## src/rtl/fifo_uart_tx.sv

```systemverilog
// Purpose : pulls one word from an upstream FIFO and transmits it as an
//           8N1-style UART frame (start, DATA_WIDTH bits LSB first, stop).
// Latency : fifo_rd one cycle after the start edge, tx start bit RD_LATENCY
//           cycles after fifo_rd, frame lasts (DATA_WIDTH+2)*CLKS_PER_BIT.
// Backpressure: a new word is read only from IDLE with tx_en=1 and
//           fifo_empty=0; a running frame always completes unless reset.
//
// Ports:
//   clk        sole clock, rising edge
//   rst        synchronous active-high reset
//   tx_en      permits starting a new frame (looked at only in IDLE)
//   fifo_empty upstream FIFO empty flag
//   fifo_dout  upstream FIFO read data, valid RD_LATENCY cycles after fifo_rd
//   fifo_rd    registered single-cycle read strobe
//   tx         registered serial line, idles high
//   busy       registered, high whenever the FSM is not in IDLE
module fifo_uart_tx #(
  parameter int DATA_WIDTH   = 8,
  parameter int CLKS_PER_BIT = 16,
  parameter int RD_LATENCY   = 4
) (
  input  logic                  clk,
  input  logic                  rst,
  input  logic                  tx_en,
  input  logic                  fifo_empty,
  input  logic [DATA_WIDTH-1:0] fifo_dout,
  output logic                  fifo_rd,
  output logic                  tx,
  output logic                  busy
);

  localparam int BAUD_W = (CLKS_PER_BIT > 1) ? $clog2(CLKS_PER_BIT) : 1;
  localparam int BIT_W  = $clog2(DATA_WIDTH + 1);
  // The latency counter only has to reach RD_LATENCY-1.
  localparam int LAT_W  = (RD_LATENCY > 1) ? $clog2(RD_LATENCY) : 1;

  localparam logic [BAUD_W-1:0] BAUD_LAST = BAUD_W'(CLKS_PER_BIT - 1);
  localparam logic [BIT_W-1:0]  BIT_LAST  = BIT_W'(DATA_WIDTH - 1);
  localparam logic [LAT_W-1:0]  LAT_LAST  = LAT_W'(RD_LATENCY - 1);

  typedef enum logic [2:0] {
    IDLE,
    WAIT,
    START,
    DATA,
    STOP
  } state_t;

  state_t                state, state_nxt;
  logic [BAUD_W-1:0]     baud_cnt, baud_nxt;
  logic [BIT_W-1:0]      bit_cnt, bit_nxt;
  logic [LAT_W-1:0]      lat_cnt, lat_nxt;
  logic [DATA_WIDTH-1:0] shreg, sh_nxt;
  logic                  rd_nxt;
  logic                  tx_nxt;
  logic                  busy_nxt;

  always_ff @(posedge clk) begin
    if (rst) begin
      state    <= IDLE;
      baud_cnt <= '0;
      bit_cnt  <= '0;
      lat_cnt  <= '0;
      shreg    <= '0;
      fifo_rd  <= 1'b0;
      tx       <= 1'b1;
      busy     <= 1'b0;
    end else begin
      state    <= state_nxt;
      baud_cnt <= baud_nxt;
      bit_cnt  <= bit_nxt;
      lat_cnt  <= lat_nxt;
      shreg    <= sh_nxt;
      fifo_rd  <= rd_nxt;
      tx       <= tx_nxt;
      busy     <= busy_nxt;
    end
  end

  always_comb begin
    state_nxt = state;
    baud_nxt  = baud_cnt;
    bit_nxt   = bit_cnt;
    lat_nxt   = lat_cnt;
    sh_nxt    = shreg;
    rd_nxt    = 1'b0;

    case (state)
      IDLE: begin
        if (tx_en && !fifo_empty) begin
          state_nxt = WAIT;
          rd_nxt    = 1'b1;
          lat_nxt   = '0;
        end
      end

      // The first WAIT cycle is the one with fifo_rd high; fifo_empty is
      // deliberately not looked at here because it lags the read.
      WAIT: begin
        if (lat_cnt == LAT_LAST) begin
          sh_nxt    = fifo_dout;
          state_nxt = START;
          baud_nxt  = '0;
        end else begin
          lat_nxt = lat_cnt + LAT_W'(1);
        end
      end

      START: begin
        if (baud_cnt == BAUD_LAST) begin
          baud_nxt  = '0;
          bit_nxt   = '0;
          state_nxt = DATA;
        end else begin
          baud_nxt = baud_cnt + BAUD_W'(1);
        end
      end

      // shreg[0] is always the bit on the line; shift at each bit boundary.
      DATA: begin
        if (baud_cnt == BAUD_LAST) begin
          baud_nxt = '0;
          sh_nxt   = shreg >> 1;
          if (bit_cnt == BIT_LAST) begin
            bit_nxt   = '0;
            state_nxt = STOP;
          end else begin
            bit_nxt = bit_cnt + BIT_W'(1);
          end
        end else begin
          baud_nxt = baud_cnt + BAUD_W'(1);
        end
      end

      STOP: begin
        if (baud_cnt == BAUD_LAST) begin
          baud_nxt  = '0;
          state_nxt = IDLE;
        end else begin
          baud_nxt = baud_cnt + BAUD_W'(1);
        end
      end

      default: begin
        state_nxt = IDLE;
      end
    endcase
  end

  // tx and busy are registered from the next-state values so the line
  // changes on the same edge as the state.
  always_comb begin
    tx_nxt = 1'b1;
    case (state_nxt)
      START:   tx_nxt = 1'b0;
      DATA:    tx_nxt = sh_nxt[0];
      default: tx_nxt = 1'b1;
    endcase
    busy_nxt = (state_nxt != IDLE);
  end

endmodule
```

## config.mk

```make
export PLATFORM = sky130hd
export DESIGN_NAME = fifo_uart_tx
export DESIGN_NICKNAME = d
export VERILOG_FILES = /design/src/rtl/fifo_uart_tx.sv
export SDC_FILE = /design/constraint.sdc
export NUM_CORES = 1
export LEC_CHECK = 0
export ABC_AREA = 1
export BUFFER_PORTS_ARGS = -buffer_cell sky130_fd_sc_hd__buf_4
export CORE_MARGIN = 8
export CORE_UTILIZATION = 23
export CTS_CLUSTER_DIAMETER = 150
export CTS_CLUSTER_SIZE = 10
export DETAILED_ROUTE_END_ITERATION = 7
export PLACE_DENSITY = 0.35
export SKIP_CTS_REPAIR_TIMING = 1
export SLEW_MARGIN = 20
export SYNTH_ARGS = -nofsm -noshare
export SYNTH_HDL_FRONTEND = slang
export SYNTH_SLANG_ARGS = --single-unit
```

## constraint.sdc

```tcl
create_clock -name clk -period 1.8 [get_ports clk]
set_input_delay 0.18 -clock clk [delete_from_list [all_inputs] [get_ports clk]]
set_output_delay 0.18 -clock clk [all_outputs]
set_load 0.005 [all_outputs]
```

==> results.md, run 1 <==
- Status: finished, final reports clean
- Total Routing Usage GR: 7.97%
- CTS tree: built
- Crit path largest cell delay: 0.39 ns
- # setup viols final: 0
- Final hold slack: 0.164 ns
- Final core utilization: 28.4%
- Hold Path Class: in -> reg
- Initial Util: 24.1%
- DRC: 0
- CP endpoint: busy$_SDFF_PP0_
- Clk root buf: clkbuf_8
- Worst Setup End Kind: flip-flop
- Vias in the first global route: 1077
- Worst Clk Skew: 0.00470 ns
- Hold_sp: fifo_dout[7]
- CP Cell Sequence: ha_1 > inv_1 > nor2_2 > nand2_1 > nand2_1 > nand3_1 > nand2_1 > nand2_1
- Worst reg2reg path endpoint: busy$_SDFF_PP0_
- Synth top cells by count: nand2_1 (52), dfxtp_1 (24), a21oi_1 (23)
- Peak VDD IR: 227 uV
- Syn Nets: 192
- Register area share after synthesis: 38.9%
- Crit Path Max Fanout: 5
- # port buffers: 14
- WL final: 2920 um
- Die Y: 89.3 um
- Filler Cell Count: 609
- Final Hold Viols: 0
- Netlist cell types: 26
- Final Cell Area: 1460 um^2
- Asr flop ratio synth: 0%
- Syn Area/Cell: 6.98 um^2
- H-tree depth: 1
- Num CTS Buffers: 3
- Rows: 26
- Cell taking the most area after synthesis: dfxtp_1
- Wirelength per Cell: 11.2 um
- Power per cell area: 661 nW/um^2
- Synth top area share: 38.9%
- Crit Path Class: reg -> reg
- Final WS setup: 0.344 ns
- Arr. time, crit path: 1.62 ns
- Ant diodes: 0
- 1st-pass router iterations: 6
- First-pass GRT wire length: 4920 um
- Max_cap viols: 0
- Final Max Slew Viols: 0
- IO Pins: 15
- Antenna Nets Post-Route: 0
- Yosys reg bits: 24
- Clock power frac: 33.6%
- Synth Flop Type: dfxtp_1
- Hpwl dp: 2270 um
- Initial antenna violation count: 0
- Total congestion overflow: 0
- Switch Pwr: 0.234 mW
- Ranking of synthesized cells by area: dfxtp_1 (39%), nand2_1 (16%), a21oi_1 (9.3%), nor2_1 (5.8%), inv_1 (3.9%)
- Worst Setup Start Kind: flip-flop
- P_int: 0.730 mW
- Headroom to the max-slew limit: 76.6%
- Seq pwr share: 57.3%
- Sw Ratio: 24.3%
- Netlist Area Pre-Place: 1240 um^2
- CP Launch Point: baud_cnt[0]$_SDFFE_PP0P_
- Setup tns final: 0 ns
- Vias per std cell: 4.17
- Final Critical Period: 1.46 ns
- Pin count of the biggest net entering global routing: 18
- FF-to-FF path depth: 8
- R2R Path Start: baud_cnt[0]$_SDFFE_PP0P_
- Worst EP required: 1.96 ns
- Worst-Margin Slew: 0.350 ns
- Number of flops mapped to enable cells by yosys: 0
- Most used cell, CP: nand2_1
- CTS Sinks: 24
- Pre-CTS WS: 0.367 ns
- Slowest-stage cell, CP: dfxtp_1
- DR vias: 1089
- Final net count: 208
- Final period util: 80.9%
- Synth-to-Final Area Change: 18.1%
- Layout cells sized above 1: 19.9%
- Unrepaired setup endpoints after global routing: false
- Die Wd: 89.3 um
- Most numerous cell in the Yosys netlist: nand2_1
- Clock insertion delay at the later pin of the skew report: 0.27 ns
- CTS clk-pin slew, worst paths: 0.09 ns
- R2R Setup Slk: 0.34 ns
- Die area: 7980 um^2
- RD Place Congestion: 0.824
- Clock buffer depth: 2
- DP Area: 1420 um^2
- Detailed router's first-iteration violation count: 21
- Mapped Cells: 177
- Yosys warns: 0
- Core box area: 5140 um^2
- Leakage power: 0.615 nW
- Fmax: 687 MHz
- Logic pwr share: 9.0%
[worst min path at each step]
stage	endpoint	depth (start not counted)	slack (ns)
after floorplan	shreg[7]$_SDFFE_PP0P_	2	0.33
after global placement	shreg[7]$_SDFFE_PP0P_	3	0.45
after detailed placement	shreg[3]$_SDFFE_PP0P_	2	0.46
after CTS	shreg[7]$_SDFFE_PP0P_	3	0.16
after global routing	shreg[7]$_SDFFE_PP0P_	3	0.19
final	shreg[7]$_SDFFE_PP0P_	3	0.16
[cell type report]
class / instances / area [um^2] / share of cell area, %
multi-input cells: 131 / 671 / 45.9
flip-flops and latches: 24 / 480 / 32.9
well taps: 70 / 87.6 / 6.00
repair buffers: 15 / 113 / 7.71
inverters: 18 / 67.6 / 4.63
clock buffers: 3 / 41.3 / 2.83
[cell usage in the layout, fill, tap and decap left out, drive strengths merged]
| cell | synthesis | routed |
|---|---|---|
| nand2 | 55 | 55 |
| nor2 | 28 | 28 |
| dfxtp | 24 | 24 |
| a21oi | 23 | 23 |
| inv | 18 | 18 |
| buf | 1 | 15 |
| nand3 | 9 | 9 |
| o21ai | 5 | 5 |
| ha | 3 | 3 |
| clkbuf | 3 | 3 |
| xor2 | 2 | 2 |
| nand4 | 2 | 2 |
| a31oi | 1 | 1 |
| nand3b | 1 | 1 |
| a31o | 1 | 1 |
| o21bai | 1 | 1 |
[worst max-delay path: cells and delay by family, from the launching register on]
| kind | cells | cell delay, ns |
|---|---|---|
| buffers and inverters | 1 | 0.07 |
| DFF | 1 | 0.39 |
| and+or+nand+nor | 6 | 0.62 |
| adders and majority gates | 1 | 0.27 |
[state kept, by name (all words and copies together), names as in the netlist]
| name | count |
|---|---|
| lat_cnt | 2 |
| state | 3 |
| busy | 1 |
| tx | 1 |
| bit_cnt | 4 |
| baud_cnt | 4 |
| shreg | 8 |
| fifo_rd | 1 |
[cells by family (layout without fill, tap and decap cells)]
logic type | Yosys count | after routing | share of synthesized area (%)
AO/OA/AOI/OAI | 31 | 31 | 13.2
adder cells (fa/ha/maj) | 3 | 3 | 3.04
AND/OR/NAND/NOR | 95 | 95 | 36.6
buffers and inverters | 22 | 36 | 6.88
XOR/XNOR | 2 | 2 | 1.42
flip-flops | 24 | 24 | 38.9
[routing by layer]
| metal | wire length, um | global-route usage (%) |
|---|---|---|
| met5 | 0 | 0 |
| met4 | 36 | 2.72 |
| met1 | 1460 | 9.95 |
| met2 | 1350 | 13.0 |
| met3 | 75 | 1.93 |
[power by group through the flow]
stage / sequential [mW] / combinational (mW) / clock, mW
after floorplan: 0.560 / 0.0545 / 0
after global placement: 0.566 / 0.0874 / 0
after detailed placement: 0.566 / 0.0889 / 0
after CTS: 0.553 / 0.0891 / 0.340
after global routing: 0.555 / 0.0978 / 0.358
final: 0.553 / 0.0869 / 0.325
[per-stage QoR]
| step | total power, mW | std cells |
|---|---|---|
| final | 0.965 | 261 |
| after global routing | 1.01 | 261 |
| after CTS | 0.983 | 261 |
| after detailed placement | 0.654 | 258 |
| after global placement | 0.653 | 258 |
| after floorplan | 0.614 | 177 |
Power figures use the tool's default switching activity.
==> run 2: changes to the inputs <==
==> constraint.sdc (replaced) <==
create_clock -name clk -period 1.47 [get_ports clk]
set_input_delay 0.147 -clock clk [delete_from_list [all_inputs] [get_ports clk]]
set_output_delay 0.147 -clock clk [all_outputs]
set_load 0.005 [all_outputs]
==> results.md, run 2 (same netlist as run 1, synthesis figures left out) <==
- WL final: 3020 um (was 2920 um)
- Arr. time, crit path: 1.52 ns (was 1.62 ns)
- Vias in the first global route: 1153 (was 1077)
- RD Place Congestion: 0.760 (was 0.824)
- Wirelength per Cell: 11.5 um (was 11.2 um)
- Synth-to-Final Area Change: 20.3% (was 18.1%)
- Cell Count, Final, Fillers Out: 262 (was 261)
- DP Cell Count: 259 (was 258)
- DRC: 0 (unchanged)
- Die Y: 89.3 um (unchanged)
- Worst Setup Start Kind: flip-flop (unchanged)
- Crit Path Max Fanout: 5 (unchanged)
- CP Cell Sequence: ha_2 > inv_1 > nor2_4 > nand2_1 > nand2_1 > nand3_1 > nand2_1 > nand2_1 (was ha_1 > inv_1 > nor2_2 > nand2_1 > nand2_1 > nand3_1 > nand2_1 > nand2_1)
- # setup viols final: 0 (unchanged)
- Final period util: 92.0% (was 80.9%)
- Pin count of the biggest net entering global routing: 18 (unchanged)
- Max_cap viols: 0 (unchanged)
- Crit Path Class: reg -> reg (unchanged)
- Worst-Margin Slew: 0.262 ns (was 0.350 ns)
- Antenna Nets Post-Route: 0 (unchanged)
- Final hold slack: 0.139 ns (was 0.164 ns)
- Unrepaired setup endpoints after global routing: false (unchanged)
- Initial Util: 24.1% (unchanged)
- Peak VDD IR: 384 uV (was 227 uV)
- R2R Setup Slk: 0.12 ns (was 0.34 ns)
- Initial antenna violation count: 0 (unchanged)
- Status: finished, final reports clean (unchanged)
- Layout cells sized above 1: 23.4% (was 19.9%)
- Die Wd: 89.3 um (unchanged)
- Core box area: 5140 um^2 (unchanged)
- Headroom to the max-slew limit: 82.5% (was 76.6%)
- Clock insertion delay at the later pin of the skew report: 0.27 ns (about the same)
- Final net count: 209 (was 208)
- Final Hold Viols: 0 (unchanged)
- CTS tree: built (unchanged)
- # port buffers: 14 (unchanged)
- DR vias: 1093 (was 1089)
- Most used cell, CP: nand2_1 (unchanged)
- Detailed router's first-iteration violation count: 45 (was 21)
- Worst EP required: 1.64 ns (was 1.96 ns)
- Total Power: 1.18 mW (was 0.965 mW)
- Setup tns final: 0 ns (unchanged)
- Hpwl dp: 2330 um (was 2270 um)
- Worst Clk Skew: 0.00411 ns (was 0.00470 ns)
- First-pass GRT wire length: 5150 um (was 4920 um)
- Die area: 7980 um^2 (unchanged)
- Biggest regs: shreg (8), baud_cnt (4), bit_cnt (4) (unchanged)
- Vias per std cell: 4.17 (about the same)
- Clock buffer depth: 2 (unchanged)
- Hold Path Class: in -> reg (unchanged)
- Crit path largest cell delay: 0.37 ns (was 0.39 ns)
- Power per cell area: 791 nW/um^2 (was 661 nW/um^2)
- Leakage power: 0.619 nW (was 0.615 nW)
- Final WS setup: 0.118 ns (was 0.344 ns)
- Rows: 26 (unchanged)
- Final Critical Period: 1.35 ns (was 1.46 ns)
- H-tree depth: 1 (unchanged)
- 1st-pass router iterations: 4 (was 6)
- Pre-CTS WS: -0.000620 ns (was 0.367 ns)
- Total congestion overflow: 0 (unchanged)
- Fmax: 740 MHz (was 687 MHz)
- Total Routing Usage GR: 8.41% (was 7.97%)
- Top reg by flops: shreg (unchanged)
- Final Max Slew Viols: 0 (unchanged)
- Slowest-stage cell, CP: dfxtp_2 (was dfxtp_1)
- Num CTS Buffers: 3 (unchanged)
- Most frequent cells in the layout: nand2_1 (52), a21oi_1 (23), dfxtp_1 (20) (was nand2_1 (52), dfxtp_1 (24), a21oi_1 (23))
- CTS clk-pin slew, worst paths: 0.08 ns (was 0.09 ns)
- Commonest non-fill, non-tap cell in the layout: nand2_1 (unchanged)
- Worst Setup End Kind: flip-flop (unchanged)
- Ant diodes: 0 (unchanged)
- Clk root buf: clkbuf_8 (unchanged)
- Max reg flops: 8 (unchanged)
- CTS Sinks: 24 (unchanged)
- IO Pins: 15 (unchanged)
## run 2: final timing paths
check | from | endpoint | depth (start not counted)
min reg2reg | shreg[1]$_SDFFE_PP0P_ | shreg[1]$_SDFFE_PP0P_ | 2
max reg2reg | baud_cnt[0]$_SDFFE_PP0P_ | busy$_SDFF_PP0_ | 8
min | fifo_dout[7] | shreg[7]$_SDFFE_PP0P_ | 3
max | baud_cnt[0]$_SDFFE_PP0P_ | busy$_SDFF_PP0_ | 8
## run 2: metal layers
metal	GRT usage (%)	part of all wire (%)	routed length (um)	vias up
met4	3.63	1.6	47	0
met5	0	0	0	-
met1	10.2	50	1500	483
met2	13.8	46	1390	12
met3	1.93	2.7	80	5
li1	-	-	-	593
## run 2: critical path: cells and delay by family, from the launching register on
family	cells	cell delay, ns
adders and majority gates	1	0.23
buffers and inverters	1	0.09
DFF	1	0.37
and+or+nand+nor	6	0.56
## run 2: stage by stage
stage / utilization (%) / instance area [um^2]
2_1_floorplan: - / 1240
3_3_place_gp: 27.8 / 1430
3_5_place_dp: 27.8 / 1430
4_1_cts: 28.6 / 1470
5_1_grt: 28.9 / 1490
6_report: 28.9 / 1490
## run 2: cell type report
type / count / area [um^2]
fill: 592 / 3650
multi-input combinational: 131 / 686
sequential: 24 / 485
timing repair buffer: 16 / 120
tap: 70 / 87.6
inverter: 18 / 67.6
clock buffer: 3 / 41.3
## run 2: power breakdown
part / internal, mW / leakage (nW) / switching, mW / total [mW]
logic: 0.0464 / 0.401 / 0.0587 / 0.105
clock network: 0.184 / 0.0216 / 0.210 / 0.394
registers: 0.665 / 0.196 / 0.0131 / 0.678
